## config.mk

```make
export PLATFORM = sky130hd
export DESIGN_NAME = load_store_unit
export DESIGN_NICKNAME = d
export VERILOG_FILES = /design/src/rtl/lsu_pkg.sv /design/src/rtl/lsu_align.sv /design/src/rtl/load_store_unit.sv
export SDC_FILE = /design/constraint.sdc
export NUM_CORES = 1
export LEC_CHECK = 0
export BUFFER_PORTS_ARGS = -buffer_cell sky130_fd_sc_hd__buf_2
export CORE_UTILIZATION = 58
export CTS_CLUSTER_DIAMETER = 30
export DETAILED_ROUTE_END_ITERATION = 16
export PLACE_DENSITY = 0.87
export SLEW_MARGIN = 15
export SYNTH_ARGS = -nofsm -noshare
export SYNTH_HDL_FRONTEND = slang
export SYNTH_HIERARCHICAL = 1
export SYNTH_SLANG_ARGS = --single-unit
```

## constraint.sdc

```tcl
create_clock -name clk -period 3.25 [get_ports clk]
set_input_delay 0.4875 -clock clk [delete_from_list [all_inputs] [get_ports clk]]
set_output_delay 0.4875 -clock clk [all_outputs]
set_load 0.01 [all_outputs]
```

## src/rtl/lsu_pkg.sv

```systemverilog
// Shared types and helpers for the load/store unit: FSM states, funct3 encodings,
// and the request legality checks used when a request is accepted.
package lsu_pkg;

    typedef enum logic [2:0] {
        S_IDLE,
        S_LOAD,
        S_STORE,
        S_RMW_RD,
        S_RMW_WR,
        S_RESP
    } lsu_state_e;

    localparam logic [2:0] F3_B  = 3'b000;
    localparam logic [2:0] F3_H  = 3'b001;
    localparam logic [2:0] F3_W  = 3'b010;
    localparam logic [2:0] F3_BU = 3'b100;
    localparam logic [2:0] F3_HU = 3'b101;

    // funct3[1:0] encodes access size for every legal load and store.
    function automatic logic lsu_misaligned(input logic [2:0] f3, input logic [1:0] a);
        case (f3[1:0])
            2'b01:   return a[0];
            2'b10:   return a != 2'b00;
            default: return 1'b0;
        endcase
    endfunction

    function automatic logic lsu_illegal(input logic wr, input logic [2:0] f3);
        if (wr)
            return !(f3 == F3_B || f3 == F3_H || f3 == F3_W);
        return !(f3 == F3_B || f3 == F3_H || f3 == F3_W || f3 == F3_BU || f3 == F3_HU);
    endfunction

endpackage

```

## src/rtl/lsu_align.sv

```systemverilog
// Combinational lane logic: extracts/extends load data and merges sub-word
// store data into the word read back from memory.
module lsu_align
    import lsu_pkg::*;
#(
    parameter int XLEN = 32
) (
    input  logic [2:0]      funct3_i,
    input  logic [1:0]      addr_lo_i,
    input  logic [XLEN-1:0] word_i,
    input  logic [XLEN-1:0] wdata_i,
    output logic [XLEN-1:0] load_o,
    output logic [XLEN-1:0] store_o
);

    logic [7:0]  byte_sel;
    logic [15:0] half_sel;

    assign byte_sel = word_i[8*addr_lo_i +: 8];
    assign half_sel = word_i[16*addr_lo_i[1] +: 16];

    always_comb begin
        load_o = word_i;
        case (funct3_i)
            F3_B:    load_o = {{(XLEN-8){byte_sel[7]}}, byte_sel};
            F3_H:    load_o = {{(XLEN-16){half_sel[15]}}, half_sel};
            F3_BU:   load_o = {{(XLEN-8){1'b0}}, byte_sel};
            F3_HU:   load_o = {{(XLEN-16){1'b0}}, half_sel};
            default: load_o = word_i;
        endcase
    end

    always_comb begin
        store_o = word_i;
        case (funct3_i)
            F3_B:    store_o[8*addr_lo_i +: 8]      = wdata_i[7:0];
            F3_H:    store_o[16*addr_lo_i[1] +: 16] = wdata_i[15:0];
            default: store_o = wdata_i;
        endcase
    end

endmodule

```

## src/rtl/load_store_unit.sv

```systemverilog
// Multi-cycle load/store initiator: sub-word loads via extraction, sub-word stores
// via read-modify-write on a word-only data memory.
module load_store_unit
    import lsu_pkg::*;
#(
    parameter int XLEN = 32
) (
    input  logic            clk,
    input  logic            rst_n,
    input  logic            req_valid,
    output logic            req_ready,
    input  logic            req_write,
    input  logic [2:0]      req_funct3,
    input  logic [XLEN-1:0] req_addr,
    input  logic [XLEN-1:0] req_wdata,
    output logic            resp_valid,
    output logic [XLEN-1:0] resp_rdata,
    output logic            resp_err,
    output logic            mem_read,
    output logic            mem_write,
    output logic [XLEN-1:0] mem_addr,
    output logic [XLEN-1:0] mem_wdata,
    input  logic [XLEN-1:0] mem_rdata
);

    if (XLEN != 32) begin : g_xlen_chk
        $error("load_store_unit supports XLEN=32 only");
    end

    lsu_state_e      state_q;
    logic [2:0]      f3_q;
    logic [XLEN-1:0] addr_q;
    logic [XLEN-1:0] wdata_q;
    logic [XLEN-1:0] merged_q;
    logic [XLEN-1:0] rdata_q;
    logic            err_q;
    logic [XLEN-1:0] load_val;
    logic [XLEN-1:0] store_word;

    lsu_align #(.XLEN(XLEN)) u_align (
        .funct3_i  (f3_q),
        .addr_lo_i (addr_q[1:0]),
        .word_i    (mem_rdata),
        .wdata_i   (wdata_q),
        .load_o    (load_val),
        .store_o   (store_word)
    );

    always_ff @(posedge clk or negedge rst_n) begin
        if (!rst_n) begin
            state_q  <= S_IDLE;
            f3_q     <= '0;
            addr_q   <= '0;
            wdata_q  <= '0;
            merged_q <= '0;
            rdata_q  <= '0;
            err_q    <= 1'b0;
        end else begin
            case (state_q)
                S_IDLE: if (req_valid) begin
                    f3_q    <= req_funct3;
                    addr_q  <= req_addr;
                    wdata_q <= req_wdata;
                    rdata_q <= '0;
                    err_q   <= 1'b0;
                    if (lsu_illegal(req_write, req_funct3) ||
                        lsu_misaligned(req_funct3, req_addr[1:0])) begin
                        err_q   <= 1'b1;
                        state_q <= S_RESP;
                    end else if (!req_write)
                        state_q <= S_LOAD;
                    else if (req_funct3 == F3_W)
                        state_q <= S_STORE;
                    else
                        state_q <= S_RMW_RD;
                end
                S_LOAD: begin
                    rdata_q <= load_val;
                    state_q <= S_RESP;
                end
                S_STORE:  state_q <= S_RESP;
                S_RMW_RD: begin
                    merged_q <= store_word;
                    state_q  <= S_RMW_WR;
                end
                S_RMW_WR: state_q <= S_RESP;
                default:  state_q <= S_IDLE;
            endcase
        end
    end

    // Memory strobes decode straight from state so an async reset kills a write at once.
    assign req_ready  = (state_q == S_IDLE);
    assign resp_valid = (state_q == S_RESP);
    assign resp_rdata = rdata_q;
    assign resp_err   = err_q;
    assign mem_read   = (state_q == S_LOAD)  || (state_q == S_RMW_RD);
    assign mem_write  = (state_q == S_STORE) || (state_q == S_RMW_WR);
    assign mem_addr   = {addr_q[XLEN-1:2], 2'b00};
    assign mem_wdata  = (state_q == S_STORE)  ? wdata_q  :
                        (state_q == S_RMW_WR) ? merged_q : '0;

endmodule

```

==> summary.md <==
| Metric | Value |
|---|---|
| Status | finished, final reports clean |
| Flop-to-flop setup slack | 0.66 ns |
| HPWL after DPL | approximately 14 mm |
| Ys Warns | 6 |
| Area fraction in compound gates after synthesis | 0.173 |
| CTS Buf Count | 17 |
| Clock latency on the worst-skew pair | 0.42 ns |
| Skew final | ~0.012 ns |
| Setup tns final | 0 ns |
| Fin util | 0.689 |
| DRT Wirelength | ~21 mm |
| Antenna cells | 0 |
| Critical Path Stages | 5 |
| Worst Path Class, Setup | flip-flop to output port |
| WP data arrival | ~2.3 ns |
| CTS root buf | clkbuf_16 |
| Setup violations, final | 0 |
| # rows | between 40 and 50 |
| Final period util | 0.846 |
| Switching Share | 0.400 |
| Gr ovfl total | 0 |
| Largest net degree at the start of global routing | 70 |
| Area of the core | around 13,000 um^2 |
| Post-synthesis xor/xnor area fraction | 0.00112 |
| CP required | roughly 2.8 ns |
| CP Capture Type | output port |
| DRC viols | 0 |
| Final net count | ~970 |
| Sequential share of power | 0.346 |
| Finished Layout Cells | ~1.1k |
| Most common cell after layout, fill and taps aside | buf_2 |
| 1st-iter DRT viols | around 580 |
| Fin crit period | 2.75 ns |
| Post-Syn Area | ~7800 um^2 |
| Worst hold stages | 2 |
| Area Overhead vs Synth | 16.4% |
| Initial Util | 0.592 |
| DIE AREA | ~14,000 um^2 |
| Final Cell Area | 9090 um^2 |
| CP Max Fanout | 23 |
| Port Buf Inserts | between 200 and 250 |
| R2R depth | 6 |
| Flip-flop and latch count after synthesis | 135 |
| Post-CTS resize count | 0 |
| Via count of the first global-routing pass | 6,112 |
| Crit path max-delay family | simple AND/OR/NAND/NOR gates |
| Unique masters post-synth | 60 |
| Max IR drop VDD | around 0.00056 V |
| Routed vias | between 6k and 7k |
| Layout cells sized above 1 | 0.420 |
| Clk slew on worst S/H paths | ~0.06 ns |
| Io pins | between 200 and 250 |
| Pleak | ~4.5 nW |
| Crit path buf inv count | 2 |
| Drt wl/cell | 19.8 um |
| Largest family of logic cells by synthesized area | multiplexers |
| Final Wtd Congestion | 0.915 |
| CTS Sinks | about 140 |
| Mean Syn Cell Area | roughly 11 um^2 |
| Power per cell area | roughly 1000 nW/um^2 |
| Largest area contributor in the netlist | dfrtp_1 |
| DP Area | between 8000 and 9000 um^2 |
| Logic pwr share | 0.456 |
| Slowest stage delay, CP | slightly below 0.5 ns |
| Area contributors post-synth | dfrtp_1 43%, mux2_2 14%, a22o_1 6.3%, nand2_1 4.0%, mux2i_1 4.0% |
| Max cap viols | 0 |
| Synth top area share | 0.432 |
| RSZ-0062 raised after global routing | false |
| Crit-path slowest cell | dfrtp_1 |
| Hold Vio Cnt, Final | 0 |
| CTS Buffer Depth | 2 |
| FF-to-FF End | merged_q[23] |
| Number of synthesized flops with an enable pin | 0 |
| CP Cell Sequence | nor2_1, and2_1, buf_4, a22o_1, buf_2 |
| Tot GR Track Use | 0.303 |
| FFs w/ async S/R, synth | 1.00 |
| Clock power share | 0.198 |
| Worst Hold Class | input port to flip-flop |
| Crit start category | flip-flop |
| Placed cell count | slightly above 1k |
| Ys flop type | dfrtp_1 |
| Worst setup endpoint | mem_wdata[14] |
| Sequential share of the synthesized area | 0.432 |
| Final Max Slew Viols | 0 |
| Global-route wire length before repair | approximately 33 mm |
| Synth Area in Simple Gates | 0.104 |
| Total internal power | approximately 5.6 mW |
| Vias/cell | between 6 and 7 |
| Height of the die | around 120 um |
| Worst Setup SP | state_q[1] |
| Initial antenna violation count | 0 |
| Most frequent cells in the layout | 200 x buf_2, 135 x dfrtp_1, 100 x mux2_2 |
| H-tree depth | 4 |
| CTS tree | done |
| NetSw | around 3.7 mW |
| Post-CTS setup buffers | 0 |
| Mux contribution to synthesized area | 0.188 |
| 1st-pass router iterations | 5 |
| Slew headroom | 0.381 |
| R2R Path Start | addr_q[0] |
| Routed Antenna Nets | 0 |
| Post-Synthesis Cells | just over 700 |
| Adder-cell share of the synthesized area | 0.0128 |
| Die span in x | approximately 120 um |
| Slew @ Worst Pin | 0.915 ns |
| Maximum clock frequency | ~360 MHz |
[flip-flops by register name, summed over array words and instances (netlist names)]
name	count
addr_q	32
f3_q	3
merged_q	32
resp_err	1
resp_rdata	32
state_q	3
wdata_q	32
[metrics by stage]
step / hold WS (ns) / total power, mW / setup WS (ns)
floorplan: 0.192 / 6.50 / 1.07
global placement: 0.421 / 7.20 / 0.492
detailed placement: 0.422 / 7.35 / 0.556
CTS: 0.280 / 9.23 / 0.475
global route: 0.289 / 9.80 / 0.402
finish: 0.292 / 9.27 / 0.502
[per-layer routing]
metal,GRT usage,share of wire,up-vias
met1,0.396,0.40,3187
met2,0.460,0.47,362
li1,-,-,2886
met5,0,0,-
met3,0.0838,0.094,74
met4,0.157,0.036,0
[Yosys cell counts (13+ instances only)]
cell type / count
a221oi_1: 13
clkbuf_1: 16
a22o_1: 56
mux2i_1: 31
nor2_1: 18
o21ai_0: 35
buf_2: 20
a221o_1: 16
nand2_1: 84
buf_6: 18
dfrtp_1: 135
buf_4: 37
mux2_2: 100
a21oi_1: 26
[worst min path at each step]
stage                  from          to  slack (ns)
6_report       req_wdata[1]  wdata_q[1]        0.29
3_5_place_dp          rst_n  addr_q[10]        0.42
2_1_floorplan         rst_n   addr_q[0]        0.19
3_3_place_gp          rst_n  addr_q[10]        0.42
5_1_grt         req_addr[5]   addr_q[5]        0.29
4_1_cts         req_addr[5]   addr_q[5]        0.28
[final cells by class]
type	instances	area, um^2
Fill cell	1020	4100
Clock inverter	8	71.3
Inverter	10	37.5
Clock buffer	24	492
Multi-Input combinational cell	483	3770
Sequential cell	135	3380
Tap cell	176	220
Timing Repair Buffer	214	1120
[logic make-up after synthesis]
logic type               count (synthesis)
XOR/XNOR                                 1
adder cells (fa/ha/maj)                  8
AND/OR/NAND/NOR                        157
AO/OA/AOI/OAI                          182
buffers and inverters                  102
flip-flops                             135
other                                    1
multiplexers                           133
[power by group through the flow]
stage	combinational, mW	clock [mW]	sequential, mW
6_report	4.23	1.83	3.21
5_1_grt	4.57	1.93	3.30
4_1_cts	4.19	1.86	3.19
3_5_place_dp	4.15	0	3.20
3_3_place_gp	4.03	0	3.18
2_1_floorplan	3.51	0	2.99
[what timing repair did]
item | 4_1_cts | 5_1_grt
hold endpoints to repair | 26 | 0
hold buffers | 1 | 0
setup endpoints to repair | 0 | 0
Note: power is estimated with default switching activity, not from simulation.
